File: src/rtl/uart_tx_io.sv
`default_nettype none
// ============================================================================
// Module   : uart_tx_io
// Purpose  : Memory-mapped UART transmitter with byte FIFO and status register.
//            Defining UART_TX_PARITY_EN switches the frame format to 8E1.
// Revision : 1.0
// ============================================================================
module uart_tx_io #(
  parameter int BAUD_DIV   = 200,
  parameter int FIFO_DEPTH = 8,
  parameter int FIFO_AW    = 3
) (
  input  logic        clock,
  input  logic        rst,
  input  logic        txcs,
  input  logic        txwrite,
  input  logic        txread,
  input  logic [1:0]  txaddr,
  input  logic [7:0]  txwdata,
  output logic [15:0] txrdata,
  output logic        tx,
  output logic        busy
);

  localparam int TW = $clog2(BAUD_DIV);
  localparam logic [TW-1:0]    BIT_LAST = TW'(BAUD_DIV - 1);
  localparam logic [FIFO_AW:0] CNT_FULL = (FIFO_AW + 1)'(FIFO_DEPTH);

  typedef enum logic [2:0] {
    IDLE,
    START,
    DATA,
`ifdef UART_TX_PARITY_EN
    PARITY,
`endif
    STOP
  } state_t;

  state_t             state, state_n;
  logic [TW-1:0]      timer, timer_n;
  logic [2:0]         idx, idx_n, idx_inc;
  logic [7:0]         shift, shift_n;
  logic               tx_n;
  logic               pop;
  logic               bit_end;

  logic [7:0]         mem [FIFO_DEPTH];
  logic [FIFO_AW-1:0] rd_ptr, wr_ptr;
  logic [FIFO_AW:0]   count;
  logic               full, empty, ready, overflow;
  logic               wr_hit, push, drop, status_rd, shifting;

  assign full      = (count == CNT_FULL);
  assign empty     = (count == '0);
  assign wr_hit    = txcs & txwrite & (txaddr == 2'd0);
  assign push      = wr_hit & ~full;
  assign drop      = wr_hit & full;
  assign status_rd = txcs & txread & (txaddr == 2'd2);
  assign shifting  = (state != IDLE);
  assign bit_end   = (timer == BIT_LAST);

  always_ff @(posedge clock) begin
    if (push) mem[wr_ptr] <= txwdata;
  end

  // ready lags count by one edge, giving the two-edge write-to-start latency
  always_ff @(posedge clock) begin
    if (rst) begin
      rd_ptr   <= '0;
      wr_ptr   <= '0;
      count    <= '0;
      ready    <= 1'b0;
      overflow <= 1'b0;
      txrdata  <= '0;
      busy     <= 1'b0;
    end else begin
      if (push) wr_ptr <= wr_ptr + 1'b1;
      if (pop)  rd_ptr <= rd_ptr + 1'b1;
      case ({push, pop})
        2'b10:   count <= count + 1'b1;
        2'b01:   count <= count - 1'b1;
        default: count <= count;
      endcase
      ready <= ~empty;
      if (drop)           overflow <= 1'b1;
      else if (status_rd) overflow <= 1'b0;
      if (txcs & txread)
        txrdata <= (txaddr == 2'd2) ? {12'b0, overflow, shifting, full, empty} : 16'h0000;
      busy <= shifting | ~empty;
    end
  end

  always_ff @(posedge clock) begin
    if (rst) begin
      state <= IDLE;
      timer <= '0;
      idx   <= '0;
      shift <= '0;
      tx    <= 1'b1;
    end else begin
      state <= state_n;
      timer <= timer_n;
      idx   <= idx_n;
      shift <= shift_n;
      tx    <= tx_n;
    end
  end

  always_comb begin
    state_n = state;
    timer_n = timer;
    idx_n   = idx;
    shift_n = shift;
    tx_n    = tx;
    pop     = 1'b0;
    idx_inc = idx + 3'd1;
    case (state)
      IDLE: begin
        tx_n    = 1'b1;
        timer_n = '0;
        if (ready & ~empty) begin
          pop     = 1'b1;
          shift_n = mem[rd_ptr];
          state_n = START;
          tx_n    = 1'b0;
        end
      end
      START: begin
        if (bit_end) begin
          timer_n = '0;
          idx_n   = '0;
          state_n = DATA;
          tx_n    = shift[0];
        end else begin
          timer_n = timer + 1'b1;
        end
      end
      DATA: begin
        if (bit_end) begin
          timer_n = '0;
          if (idx == 3'd7) begin
`ifdef UART_TX_PARITY_EN
            state_n = PARITY;
            tx_n    = ^shift;
`else
            state_n = STOP;
            tx_n    = 1'b1;
`endif
          end else begin
            idx_n = idx_inc;
            tx_n  = shift[idx_inc];
          end
        end else begin
          timer_n = timer + 1'b1;
        end
      end
`ifdef UART_TX_PARITY_EN
      PARITY: begin
        if (bit_end) begin
          timer_n = '0;
          state_n = STOP;
          tx_n    = 1'b1;
        end else begin
          timer_n = timer + 1'b1;
        end
      end
`endif
      STOP: begin
        if (bit_end) begin
          timer_n = '0;
          if (ready & ~empty) begin
            pop     = 1'b1;
            shift_n = mem[rd_ptr];
            state_n = START;
            tx_n    = 1'b0;
          end else begin
            state_n = IDLE;
            tx_n    = 1'b1;
          end
        end else begin
          timer_n = timer + 1'b1;
        end
      end
      default: begin
        state_n = IDLE;
        tx_n    = 1'b1;
      end
    endcase
  end

endmodule
`default_nettype wire

File: config.mk
export PLATFORM = sky130hd
export DESIGN_NAME = uart_tx_io
export DESIGN_NICKNAME = d
export VERILOG_FILES = /design/src/rtl/uart_tx_io.sv
export SDC_FILE = /design/constraint.sdc
export NUM_CORES = 1
export LEC_CHECK = 0
export CAP_MARGIN = 15
export CORE_ASPECT_RATIO = 0.7
export CORE_MARGIN = 10
export CORE_UTILIZATION = 52
export DETAILED_ROUTE_END_ITERATION = 8
export PLACE_DENSITY = 0.73
export SLEW_MARGIN = 10
export SYNTH_ARGS = -nofsm -noshare
export SYNTH_HDL_FRONTEND = slang
export SYNTH_SLANG_ARGS = --single-unit
File: constraint.sdc
create_clock -name clock -period 3.15 [get_ports clock]
set_input_delay 0.4725 -clock clock [delete_from_list [all_inputs] [get_ports clock]]
set_output_delay 0.4725 -clock clock [all_outputs]
set_load 0.02 [all_outputs]
Yosys cells after proc, flatten, opt, wreduce, memory -nomap -nowiden
Memory sizes are Yosys's and may differ from the RTL's. A register that Yosys moved wholly into a read port is not among the register bits.
Index checks and enable logic that the tools add are counted.
{"block": "totals", "reg_bits": 52, "in_bits": 15, "mem_count": 1, "mem_bits_rw": 64}
{"block": "op_classes", "n_bitwise": 10, "n_addsub": 6, "magnitude_cmp": 1, "n_mux": 35, "eq_ne": 15, "reduce_logical": 14}
{"memory": "mem", "words": 8, "width": 8, "read_ports": 1, "rd_ports_with_merged_regs": 1, "write_ports": 1, "line_no": "47", "source": "logic [7:0] mem [FIFO_DEPTH];"}
{"op": "$pmux W8 S2", "count": 2}
{"op": "$mux W3", "count": 10}
{"op": "$mux W8", "count": 3}
{"op": "$mux W1", "count": 13}
{"op": "$ne A2 B2 Y1 const B", "count": 6}
{"op": "$pmux W3 S4", "count": 1}
{"op": "$reduce_bool A2 Y1", "count": 5}
{"op": "$add A3 B1 Y3 const B", "count": 3}
{"op": "$add A8 B1 Y8 const B", "count": 1}
{"op": "$eq A8 B8 Y1 const B", "count": 1}
{"op": "$pmux W4 S2", "count": 1}
{"op": "$and A1 B1 Y1", "count": 7}
{"op": "$eq A3 B2 Y1 const B", "count": 2}
{"op": "$pmux W3 S2", "count": 1}
{"op": "$reduce_and A5 Y1", "count": 1}
{"op": "$add A4 B1 Y4 const B", "count": 1}
{"op": "$eq A2 B2 Y1 const B", "count": 2}
{"op": "$eq A4 B4 Y1 const B", "count": 1}
{"op": "$logic_not A4 Y1", "count": 1}
{"op": "$lt A3 B4 Y1 const B", "count": 1}
{"op": "$mux W4", "count": 1}
{"op": "$pmux W1 S4", "count": 1}
{"op": "$reduce_and A4 Y1", "count": 1}
{"op": "$sub A4 B1 Y4 const B", "count": 1}
{"op": "other kinds (13)", "count": 14}

Logic depth before layout (Yosys ltp)
Gate-level depths: netlist (run 1).
{"block": "depth", "ltp_word": 8, "depth_mapped": 12, "ltp_nobuf": 11}

Least setup slack after synthesis (run 1)
OpenSTA, ideal clock, no wires.
{"block": "synth_timing", "path_kind": "register to register", "from": "register timer[0]", "to": "register count[3]", "slack_ps": 505, "arrival_time_ps": 2524, "synth_period_minus_slack_ps": 2645, "setup_ps": 121, "n_path_buf": 1, "stages_incl_launch_ff": 11, "cell_sequence": "dfxtp_1 ha_1 and4bb_2 a21oi_1 nor3_2 ha_1 clkbuf_1 nor4b_1 a41oi_1 o41ai_1 mux2_2"}
{"block": "synth_via", "elab_chain_cells": 5, "word_cells_on_any_way": 7, "classes_between": "eq/ne: 3; mux: 3; reduce/logical: 1"}
{"item": "from (decl)", "line_no": "40", "source": "logic [TW-1:0] timer, timer_n;"}
{"item": "from (signal assigned)", "line_no": "102", "source": "timer <= timer_n;"}
{"item": "$eq A8 B8 Y1 *", "line_no": "60", "source": "assign bit_end = (timer == BIT_LAST);"}
{"item": "$mux W1 *", "line_no": "169", "source": "if (bit_end) begin"}
{"item": "$pmux W1 S2 *", "line_no": "117", "source": "case (state)"}
{"item": "via pop", "line_no": "44", "source": "logic pop;"}
{"item": "$eq A2 B1 Y1 or $eq A2 B2 Y1 (tied branches)", "line_no": "79", "source": "case ({push, pop})"}
{"item": "$pmux W4 S2 or $reduce_bool A2 Y1 (tied branches)"}
{"item": "to (signal assigned)", "line_no": "80", "source": "2'b10: count <= count + 1'b1;"}
{"item": "to (signal assigned)", "line_no": "81", "source": "2'b01: count <= count - 1'b1;"}
{"item": "to (signal assigned)", "line_no": "82", "source": "default: count <= count;"}
{"item": "to (decl)", "line_no": "49", "source": "logic [FIFO_AW:0] count;"}
The timed path passes the listed nets; every way through them passes the cells marked *.
A chain may end at the register's enable or synchronous reset.

Final worst setup path (run 1)
Ends and elaborated chain as after synthesis.

==> results_dict.tcl, run 1 <==
set metrics [dict create \
    cp.arrival_ns 3.07 \
    p_per_area_nw_per_um2 511 \
    cap_violations 0 \
    path_cells "ha_1 > and4bb_2 > a21oi_1 > nor3_4 > ha_1 > nand2_1 > mux2_2 > o41ai_1 > mux2_2" \
    seqPwrFrac_pct 54.4 \
    grt_overflow 0 \
    rows 28 \
    peakVddDrop_mv 0.447 \
    worstHoldPathType "reg -> reg" \
    layout-drive-gt1-share_pct 14.7 \
    synthDistinctLibCells 56 \
    post-route-min-period_ns 2.84 \
    grt_pass1_vias 2759 \
    synth_warnings 0 \
    maxSlewHeadroom_pct 46.8 \
    antenna_found_initial 0 \
    netlist_instances 341 \
    hold_viol 0 \
    power_frac_comb_pct 2.9 \
    multi_input_area_sq_um 1710 \
    grt_max_degree 20 \
    vias_per_cell 5.49 \
    n_antenna_cell 0 \
    htree_levels 3 \
    layout_common_cells "edfxtp_1 (64), dfxtp_1 (42), nor2_1 (29), clkdlybuf4s50_1 (20), inv_1 (17)" \
    cp_max_fo 5 \
    max_clock_freq_mhz 352 \
    worst_slew_pin_slew_ns 0.795 \
    cellLeakagePower_nw 1.87 \
    die_x_um 133 \
    clkLatencyLatePin_ns 0.34 \
    finalInstanceArea_sq_um 5310 \
    ioPinCount 33 \
    syn_to_final_growth_pct 13.6 \
    tritoncts "yes" \
    cts_buffers 9 \
    layout_commonest_cell "edfxtp_1" \
    drcViolationCount 0 \
    required_ns 3.38 \
    die_y_um 99.3 \
    cts-root-buf "clkbuf_16" \
    die-area_sq_um 13200 \
    max_stage_delay_ns 0.40 \
    syn_area_sq_um 4680 \
    initial_core_util_pct 54.3 \
    crit_type "reg -> reg" \
    grt_pass1_wl_um 13800 \
    switching_share_pct 18.9 \
    final_max_slew_viol_count 0 \
    grt_use_total_pct 13.1 \
    cp-start-kind "flip-flop" \
    synth_seq_cells 106 \
    setup_viol 0 \
    cts.sinks 106 \
    async_flop_share_pct 0 \
    clockBufferDepth 2 \
    fin_skew_ns 0.00733 \
    tns_ns 0 \
    internal-power_mw 2.20 \
    core-area_sq_um 8620 \
    wire_per_inst_um 17.0 \
    fillCellCount 650 \
    crit_family "simple AND/OR/NAND/NOR gates" \
    synth_ff_type "edfxtp_1" \
    gp_congestion 0.792 \
    slowest_stage "dfxtp_1" \
    synth_edf_count 64 \
    p_switching_uw 513 \
    clk_pin_slew_ns 0.07 \
    hpwl_um 5920 \
    seq_area_frac_synth_pct 59.1 \
    pwr-share-clk_pct 42.8 \
    crit_path_end_kind "flip-flop" \
    avgSynthCellArea_sq_um 13.7 \
    postCtsSetupRepairBufs 0 \
    wl_um 8400 \
    finalCritPeriodShare_pct 90.1 \
    path_buf_inv 0 \
    dr.pass1.iters 4 \
    seq_area_sq_um 2760 \
    port_buffers 20 \
    drtIter0Drc 165 \
    route.vias.total 2711 \
    postRouteAntennaNets 0 \
    rsz0062_at_grt "no" \
    final_nets 396 \
    status "complete, no violations" \
    place_area_sq_um 4990 \
]
==> cell type report <==
| type | count | share of cell area [%] |
|---|---|---|
| Clock inverter | 4 | 1.44 |
| Timing Repair Buffer | 35 | 5.89 |
| Sequential cell | 106 | 52.0 |
| Tap cell | 120 | 2.83 |
| Clock buffer | 12 | 4.45 |
| Inverter | 17 | 1.20 |
| Multi-Input combinational cell | 200 | 32.2 |
==> per-stage QoR <==
step	hold slack, ns	setup WS, ns	total power [mW]	utilization [%]	cells
final	0.459	0.313	2.72	61.6	494
after detailed placement	0.452	0.175	1.58	57.9	478
after global placement	0.444	0.296	1.58	57.9	478
after CTS	0.462	0.221	2.74	61.6	494
after floorplan	0.430	0.505	1.56	-	352
after global routing	0.490	0.0816	2.80	61.6	494
==> cells in the mapped netlist, drive strengths merged (2+ instances only) <==
library cell   n  area, sq um
clkbuf         7         26.3
nor4           2         12.5
nand2b         6         37.5
xor2          10         87.6
mux2          13          146
inv           17         63.8
and3           3         18.8
nand3         10         50.1
edfxtp        64         1920
mux2i          5         50.1
nand2         12         47.6
a21oi          9         45.0
a211oi         8         60.1
dfxtp         42          841
o21ai          2         10.0
nor3          16         95.1
mux4          17          420
nor2b          3         18.8
nor2          29          109
ha            12          150
nor4b          3         26.3
o41ai          2         36.3
a22oi          6         58.8
buf           22          163
==> sequential cells by signal (all words and copies together), names as in the netlist, named ones only <==
| register | cells |
|---|---|
| txrdata | 4 |
| busy | 1 |
| ready | 1 |
| timer | 8 |
| wr_ptr | 3 |
| rd_ptr | 3 |
| mem | 64 |
| idx | 3 |
| shift | 8 |
| overflow | 1 |
| count | 4 |
| state | 2 |
| tx | 1 |
==> kinds of logic after synthesis <==
kind of cell,Yosys count,synth area share [%]
AND/OR/NAND/NOR,95,10.9
flip-flops,106,59.1
XOR/XNOR,11,2.06
other,1,0.0802
buffers and inverters,46,5.40
AO/OA/AOI/OAI,35,6.05
adder cells (fa/ha/maj),12,3.21
multiplexers,35,13.2
==> repair_timing <==
item | CTS | global route
setup endpoints to repair | 0 | 1
hold buffers | 0 | 0
resized for setup | 0 | 1
==> final timing paths <==
check                start  endpoint  slack (ns)  depth (start not counted)
hold / removal    shift[7]  shift[7]        0.46                          2
setup reg to reg  timer[0]  count[3]        0.31                          9
hold reg to reg   shift[7]  shift[7]        0.46                          2
setup / recovery  timer[0]  count[3]        0.31                          9
==> tightest hold or removal path, cell delays in order, from the launching register on <==
cell and delay (ns):
dfxtp_1 0.31, inv_1 0.05, a211oi_1 0.05
==> per-layer routing <==
metal,global-route usage [%],up-vias,part of all wire (%)
met4,3.67,0,0.20
met2,20.2,67,47
met1,16.9,1327,45
met3,4.92,2,7.8
li1,-,1315,-
met5,0,-,0
==> power by group through the flow <==
| stage | combinational (mW) | sequential, mW | clock, mW |
|---|---|---|---|
| 4_1_cts | 0.0777 | 1.48 | 1.19 |
| 3_5_place_dp | 0.0773 | 1.51 | 0 |
| 3_3_place_gp | 0.0746 | 1.51 | 0 |
| 5_1_grt | 0.0857 | 1.48 | 1.23 |
| 2_1_floorplan | 0.0506 | 1.51 | 0 |
| 6_report | 0.0777 | 1.48 | 1.16 |
(Power assumes the default switching activity.)
==> run 2, diff against run 1 <==
--- a/config.mk
+++ b/config.mk
@@ -10,6 +10,7 @@
 export CORE_MARGIN = 10
 export CORE_UTILIZATION = 52
 export DETAILED_ROUTE_END_ITERATION = 8
+export HOLD_SLACK_MARGIN = 0.1
 export PLACE_DENSITY = 0.73
 export SLEW_MARGIN = 10
 export SYNTH_ARGS = -nofsm -noshare
==> results of run 2 <==
No change in the layout: final DEF, timing and power equal those of run 1.
==> run 3, diff against run 2 <==
--- a/config.mk
+++ b/config.mk
@@ -7,12 +7,13 @@
 export LEC_CHECK = 0
 export CAP_MARGIN = 15
 export CORE_ASPECT_RATIO = 0.7
-export CORE_MARGIN = 10
+export CORE_MARGIN = 2
 export CORE_UTILIZATION = 52
+export CTS_CLUSTER_DIAMETER = 100
 export DETAILED_ROUTE_END_ITERATION = 8
 export HOLD_SLACK_MARGIN = 0.1
 export PLACE_DENSITY = 0.73
-export SLEW_MARGIN = 10
+export SLEW_MARGIN = 20
 export SYNTH_ARGS = -nofsm -noshare
 export SYNTH_HDL_FRONTEND = slang
 export SYNTH_SLANG_ARGS = --single-unit
==> results_dict.tcl, run 3 (synthesis results as in run 1) <==
set metrics [dict create \
    status "complete, no violations" \
    fin_skew_ns 0.00778 \
    setup_viol 0 \
    path_cells "ha_1 > and4bb_2 > a21oi_1 > nor3_4 > ha_1 > nand2_1 > mux2_2 > o41ai_1 > mux2_2" \
    cts-root-buf "clkbuf_16" \
    die_x_um 117 \
    finalCritPeriodShare_pct 92.4 \
    switching_share_pct 19.5 \
    final_max_slew_viol_count 0 \
    initial_core_util_pct 54.5 \
    grt_pass1_vias 2729 \
    hold_viol 0 \
    port_buffers 20 \
    regMostFlops "mem" \
    peakVddDrop_mv 0.366 \
    final_core_util_pct 61.8 \
    worstHoldPathType "reg -> reg" \
    p_per_area_nw_per_um2 514 \
    cp_max_fo 5 \
    layout-drive-gt1-share_pct 15.0 \
    gp_congestion 0.809 \
    n_antenna_cell 0 \
    max_stage_delay_ns 0.39 \
    clockBufferDepth 2 \
    p_switching_uw 530 \
    die_y_um 83.3 \
    grt_overflow 0 \
    cp-start-kind "flip-flop" \
    max_clock_freq_mhz 344 \
    cts.sinks 106 \
    pwr-share-clk_pct 43.0 \
    internal-power_mw 2.20 \
    cp.arrival_ns 3.14 \
    post-route-min-period_ns 2.91 \
    grt_use_total_pct 18.5 \
    wl_um 8540 \
    dr.pass1.iters 4 \
    final_nets 395 \
    layout_commonest_cell "edfxtp_1" \
    seqPwrFrac_pct 54.1 \
    syn_to_final_growth_pct 13.5 \
    postRouteAntennaNets 0 \
    rows 28 \
    worst_slew_pin_slew_ns 0.819 \
    layout_common_cells "edfxtp_1 (64), dfxtp_1 (42), nor2_1 (29), clkdlybuf4s50_1 (20), inv_1 (17)" \
    grt_max_degree 22 \
    clk_pin_slew_ns 0.07 \
    largest_reg_flops 64 \
    grt_pass1_wl_um 14000 \
    crit_family "simple AND/OR/NAND/NOR gates" \
    path_buf_inv 0 \
    cts_buffers 9 \
    maxSlewHeadroom_pct 45.2 \
    route.vias.total 2728 \
    core-area_sq_um 8580 \
    vias_per_cell 5.53 \
    fin_total_pwr_mw 2.73 \
    antenna_found_initial 0 \
    htree_levels 3 \
    rsz0062_at_grt "no" \
    clkLatencyLatePin_ns 0.34 \
    crit_path_end_kind "flip-flop" \
    slowest_stage "dfxtp_1" \
    hpwl_um 5890 \
    drtIter0Drc 181 \
    tns_ns 0 \
    die-area_sq_um 9780 \
    drcViolationCount 0 \
    wire_per_inst_um 17.3 \
    ioPinCount 33 \
    power_frac_comb_pct 2.8 \
    cellLeakagePower_nw 1.87 \
    reg_top3 "mem (64), shift (8), timer (8)" \
    crit_type "reg -> reg" \
    tritoncts "yes" \
    required_ns 3.38 \
    cap_violations 0 \
]
-- run 3: cell types whose count changed in the layout (fill, tap and decap cells not counted), sizes merged --
cell      before  now
clkinv         0    4
clkbuf        12    9
buf           15   14
clkinvlp       1    0
-- run 3: layout make-up --
| class | instances | area (sq um) |
|---|---|---|
| sequential | 106 | 2760 |
| multi-input combinational | 200 | 1710 |
| inverter | 17 | 63.8 |
| tap | 120 | 150 |
| timing repair buffer | 34 | 305 |
| clock inverter | 7 | 91.3 |
| clock buffer | 9 | 225 |
| fill | 660 | 3280 |
-- run 3: power groups by stage --
stage | clock network, mW | registers [mW] | logic (mW)
after floorplan | 0 | 1.51 | 0.0506
after global placement | 0 | 1.51 | 0.0740
after detailed placement | 0 | 1.51 | 0.0768
after CTS | 1.20 | 1.48 | 0.0773
after global routing | 1.25 | 1.48 | 0.0837
final | 1.17 | 1.48 | 0.0772
-- run 3: final timing paths --
check                           startpoint        to  slack, ns  depth (start not counted)
worst min-delay path              shift[2]  shift[2]       0.46                          2
worst max register to register    timer[0]  count[3]       0.24                          9
worst min register to register    shift[2]  shift[2]       0.46                          2
worst max-delay path              timer[0]  count[3]       0.24                          9
-- run 3: per-stage QoR --
stage / instances / instance area (sq um) / setup WS [ns] / hold WS, ns
floorplan: 352 / 4720 / 0.505 / 0.430
finish: 493 / 5310 / 0.240 / 0.458
global route: 493 / 5310 / 0.0783 / 0.482
global placement: 477 / 4980 / 0.295 / 0.446
CTS: 493 / 5300 / 0.159 / 0.460
detailed placement: 477 / 4980 / 0.173 / 0.447
-- run 3: timing repair --
action	4_1_cts	5_1_grt
gates resized for setup	0	1
setup endpoints to repair	0	1
hold buffers	0	0
buffers inserted	0	0
-- run 3: metal layers --
layer  vias up  global-route usage [%]  wire, um
li1       1303                       -         -
met1      1355                    26.4      4130
met2        63                    28.4      3980
met3         7                    4.19       348
met4         0                    6.02        87
met5         -                       0         0
-- run 3: worst min-delay path: cells and delay by family, from the launching register on --
kind                   cells  cell delay [ns]
flip-flops                 1             0.31
buffers and inverters      1             0.05
AO/OA/AOI/OAI              1             0.05
